<file path="src/rtl/nonrestoring_divider_pkg.sv">
// Shared types and constants for the nonrestoring divider.
// Imported by the top level and the add/sub datapath.
package nonrestoring_divider_pkg;

  localparam int DEF_WIDTH  = 32;
  localparam int ITER_COUNT = DEF_WIDTH;

  typedef enum logic [1:0] {
    IDLE,
    ITER,
    CORRECT,
    FINISH
  } state_t;

endpackage

</file>
<file path="src/rtl/nonrestoring_divider_addsub.sv">
// N-bit adder/subtractor: sum = a + (b ^ sub) + sub.
// One carry chain serves both the add and the subtract step.
module addsub_n
  import nonrestoring_divider_pkg::*;
#(
  parameter int N = DEF_WIDTH + 1
) (
  input  logic [N-1:0] a,
  input  logic [N-1:0] b,
  input  logic         sub,
  output logic [N-1:0] sum,
  output logic         cout
);

  logic [N-1:0] b_x;

  assign b_x = b ^ {N{sub}};

  assign {cout, sum} = {1'b0, a}
                     + {1'b0, b_x}
                     + {{N{1'b0}}, sub};

endmodule

</file>
<file path="src/rtl/nonrestoring_divider.sv">
// Multi-cycle unsigned nonrestoring divider.
// One quotient bit per cycle, then a single remainder fix-up.
module nonrestoring_divider
  import nonrestoring_divider_pkg::*;
#(
  parameter int WIDTH = DEF_WIDTH
) (
  input  logic             clk,
  input  logic             rst,
  input  logic             start,
  input  logic [WIDTH-1:0] dividend,
  input  logic [WIDTH-1:0] divisor,
  output logic             busy,
  output logic             done,
  output logic [WIDTH-1:0] quotient,
  output logic [WIDTH-1:0] remainder,
  output logic             div_by_zero
);

  localparam int CW = $clog2(WIDTH);

  state_t           state;
  state_t           state_nx;
  logic [CW-1:0]    cnt;
  logic [WIDTH:0]   p;
  logic [WIDTH-1:0] a;
  logic [WIDTH-1:0] d;
  logic [WIDTH:0]   as_a;
  logic [WIDTH:0]   sum;
  logic             as_sub;
  logic             cout_unused;

  // CORRECT reuses the adder with sub=0 to add D back
  assign as_a   = (state == CORRECT) ? p
                : {p[WIDTH-1:0], a[WIDTH-1]};
  assign as_sub = (state == ITER) & ~p[WIDTH];

  addsub_n #(.N(WIDTH + 1)) u_addsub (
    .a    (as_a),
    .b    ({1'b0, d}),
    .sub  (as_sub),
    .sum  (sum),
    .cout (cout_unused)
  );

  assign busy = (state != IDLE);
  assign done = (state == FINISH);

  always_comb begin
    state_nx = state;
    unique case (state)
      IDLE: begin
        if (start) begin
          state_nx = (divisor == '0) ? FINISH : ITER;
        end
      end
      ITER: begin
        if (cnt == '0) begin
          state_nx = CORRECT;
        end
      end
      CORRECT: state_nx = FINISH;
      FINISH:  state_nx = IDLE;
      default: state_nx = IDLE;
    endcase
  end

  always_ff @(posedge clk) begin
    if (rst) begin
      state       <= IDLE;
      cnt         <= '0;
      p           <= '0;
      a           <= '0;
      d           <= '0;
      quotient    <= '0;
      remainder   <= '0;
      div_by_zero <= 1'b0;
    end else begin
      state <= state_nx;
      unique case (state)
        IDLE: begin
          if (start) begin
            p   <= '0;
            a   <= dividend;
            d   <= divisor;
            cnt <= CW'(WIDTH - 1);
            if (divisor == '0) begin
              quotient    <= '1;
              remainder   <= dividend;
              div_by_zero <= 1'b1;
            end
          end
        end
        ITER: begin
          p <= sum;
          a <= {a[WIDTH-2:0], ~sum[WIDTH]};
          if (cnt != '0) begin
            cnt <= cnt - CW'(1);
          end
        end
        CORRECT: begin
          if (p[WIDTH]) begin
            p <= sum;
          end
          quotient    <= a;
          remainder   <= p[WIDTH] ? sum[WIDTH-1:0]
                                  : p[WIDTH-1:0];
          div_by_zero <= 1'b0;
        end
        default: ;
      endcase
    end
  end

endmodule
</file>
<file path="config.mk">
export PLATFORM = sky130hd
export DESIGN_NAME = nonrestoring_divider
export DESIGN_NICKNAME = d
export VERILOG_FILES = /design/src/rtl/nonrestoring_divider_pkg.sv /design/src/rtl/nonrestoring_divider_addsub.sv /design/src/rtl/nonrestoring_divider.sv
export SDC_FILE = /design/constraint.sdc
export NUM_CORES = 1
export LEC_CHECK = 0
export ABC_AREA = 1
export BUFFER_PORTS_ARGS = -buffer_cell sky130_fd_sc_hd__buf_4
export CAP_MARGIN = 20
export CORE_UTILIZATION = 45
export CTS_CLUSTER_SIZE = 28
export DETAILED_ROUTE_END_ITERATION = 10
export HOLD_SLACK_MARGIN = 0.15
export PLACE_DENSITY = 0.7
export SYNTH_ARGS = -nofsm -noshare
export SYNTH_HDL_FRONTEND = slang
export SYNTH_SLANG_ARGS = --single-unit
</file>
<file path="constraint.sdc">
create_clock -name clk -period 9.3 [get_ports clk]
set_input_delay 0.93 -clock clk [delete_from_list [all_inputs] [get_ports clk]]
set_output_delay 0.93 -clock clk [all_outputs]
set_load 0.1 [all_outputs]
</file>
==> summary.txt <==
Floorplan
  • Cell Rows: 53
  • CORE AREA: 21000 um^2
  • Die area: 21900 um^2
  • Die height: 148 um
  • Top Ports: 134
  • Width of the die: 148 um
  • Initial Util: 45.7%

Pwr
  • Net Sw Power: 1910 uW
  • Combinational share of power: 53.2%
  • Int Power: 1790 uW
  • Leak pwr: 0.00477 uW
  • Seq pwr share: 27.5%
  • Fraction of power spent switching nets: 51.5%
  • Peak VDD IR: 185 uV
  • Power per cell area: 329 nW/um^2
  • Clock power frac: 19.3%

Final layout
  • Final Util: 53.7%
  • Share of layout cells above drive strength 1: 12.7%
  • Most frequent cells in the layout: nand2_1, o21ai_0, dfxtp_1
  • Nets@finish: 1633
  • Fin cells: 1816
  • Area delta synth->final: 17.4%
  • Final instance area: 11200 um^2
  • Most common cell after layout, fill and taps aside: nand2_1
  • # diodes: 0

Run
  • Maxcap violations: 0

Synth
  • Top_reg_cell synth: dfxtp_1
  • Top cells by area, synth: dfxtp_1, nand2_1, o21ai_0
  • Async SR Flop Fraction: 0%
  • Post-synthesis sequential area ratio: 35.3%
  • Post-synth cell types: 43
  • Syn_area_per_cell: 6.62 um^2
  • Flops & latches, synth: 169
  • EDFF count, synth: 0
  • Synthesized instance count: 1448
  • Dominant cell type by area after synthesis: dfxtp_1
  • Mapped Area: 9580 um^2
  • YS warnings: 0
  • Share of the synthesized area in the top cell type: 35.3%
  • Syn_nets: 1553

Clock network
  • PostCTS Resize Cnt: 0
  • Clock-pin slew on the worst setup and hold paths: 0.07 ns
  • H-Tree Depth: 4
  • Setup bufs post-CTS: 0
  • Root buf cell: clkbuf_16
  • Clock sinks: 169
  • Clock Latency Late Sink: 0.44 ns
  • CTS tree: built
  • Clock buffer depth: 2
  • Total CTS buffers: 17
  • CTS Hold Bufs: 0

Worst setup path
  • Worst Path Max Fanout: 39
  • Crit-path max cell delay: 0.65 ns
  • Crit path cell chain: inv_1, ha_1, buf_4, nand2_2, xor2_1, fa_1, inv_1, nand2_1, nand2_1, and2_1, a21oi_2, o21ai_1, nand3_1, nand2_1, nand2_1, nand3_1, a21oi_1
  • CP Class: reg2reg
  • CP dominant cell by count: nand2_1
  • Crit-path slowest cell: nand2_2
  • Worst path required time: 9.58 ns
  • Startpoint types: flip-flop
  • CP arrival: 4.17 ns
  • Critical Path End Type: flip-flop

Worst hold path
  • Hold crit path type: reg2reg

Detailed routing
  • Remaining antenna violation count: 0
  • 1st-pass router iterations: 5
  • Remaining DRCs: 0
  • Drt total wl: 29600 um
  • Vias per cell: 5.40
  • WL per Instance: 16.3 um
  • Iteration-0 DRC Markers: 781
  • DR vias: 9811

Timing
  • Fmax: 257 MHz
  • Setup TNS: 0 ns
  • Final count of negative-setup-slack endpoints: 0
  • Actual slew at the worst max-slew pin: 1.11 ns
  • Final Slew Violations: 0
  • Worst clock skew: 0.0174 ns
  • Hold Violations, Final: 0
  • Unrepaired setup endpoints after global routing: no
  • Fin crit period: 3.89 ns
  • Crit share post-route: 41.8%
  • Worst rel slew slack: 25.8%

Placed design
  • GPL Wtd Cong: 0.998
  • DP HPWL: 21500 um
  • Placed cells: 1783
  • Port Buf Inserts: 133
  • Cell Area, Placed: 10600 um^2

GRT
  • Total gr overflow: 0
  • Overall routing resource usage: 27.4%
  • Largest net degree at the start of global routing: 98
  • Global-route wire length before repair: 46800 um
  • Initial antenna violation count: 1
  • Vias in the first global route: 8800

Status
  • Status: complete, no violations
## stage by stage
| step | power (uW) | setup WS [ns] | hold slack (ns) |
|---|---|---|---|
| after floorplan | 2510 | 6.35 | 0.431 |
| after global placement | 2950 | 5.56 | 0.447 |
| after detailed placement | 2970 | 5.45 | 0.457 |
| after CTS | 3680 | 5.44 | 0.468 |
| after global routing | 3940 | 5.04 | 0.478 |
| final | 3700 | 5.41 | 0.464 |
## routing by layer
layer	global-route usage [%]	wire length, um
met3	4.75	2610
met5	0	13
met4	9.12	690
met2	40.5	12400
met1	39.9	13800
## path summary, 6_finish.rpt
| check | to | startpoint | cells after the start | slack, ns |
|---|---|---|---|---|
| worst max-delay path | p[22] | state[1] | 17 | 5.41 |
| worst min-delay path | quotient[4] | quotient[4] | 2 | 0.46 |
| worst min register to register | quotient[4] | quotient[4] | 2 | 0.46 |
| worst max register to register | p[22] | state[1] | 17 | 5.41 |
## logic make-up after synthesis
kind of cell	synth area share, %
and+or+nand+nor	25.9
AOI/OAI and AO/OA	22.0
buffers and inverters	7.30
DFF	35.3
xor gates and xnor gates	4.39
adders and majority gates	5.04
## synthesized netlist by cell type (3+ instances only)
cell      instances
a21oi_2           3
nand3b_1          5
nand3_1          54
xnor2_1          38
nand2_1         366
a21oi_1         137
o21bai_1          6
ha_1             37
inv_1            88
dfxtp_1         169
buf_1             4
o21ai_0         187
buf_2            15
or2_1             3
nor2_1          159
a31oi_1          35
nor4_1            6
o211ai_1          3
o21ai_1          18
clkbuf_1         57
nand2_2           7
xor2_1           10
o21a_1            3
inv_2             6
nor3_1            9
## flip-flops by register name (all words and copies together), names as in the netlist
name         count
p               33
a               32
d               32
quotient        32
remainder       32
cnt              5
state            2
div_by_zero      1
## layout make-up
cell class | count | area [um^2]
sequential | 169 | 3380
tap | 275 | 344
multi-input combinational | 1104 | 5500
fill | 2153 | 9710
timing repair buffer | 141 | 1070
inverter | 95 | 358
clock buffer | 18 | 439
clock inverter | 14 | 148
## critical path: cells and delay by family, from the launching register on
kind / cells / cell delay, ns
compound gates: 3 / 0.49
fa+ha+maj: 2 / 0.64
xor+xnor: 1 / 0.37
buf+inv: 3 / 0.56
flops: 1 / 0.34
simple gates: 8 / 1.30
## power by group through the flow
stage          clock (uW)  sequential, uW  combinational [uW]
2_1_floorplan           0            1390                1120
3_3_place_gp            0            1030                1920
3_5_place_dp            0            1030                1940
4_1_cts               720            1020                1940
5_1_grt               754            1040                2150
6_report              714            1020                1970
No activity file was read; power rests on OpenSTA's default activity.
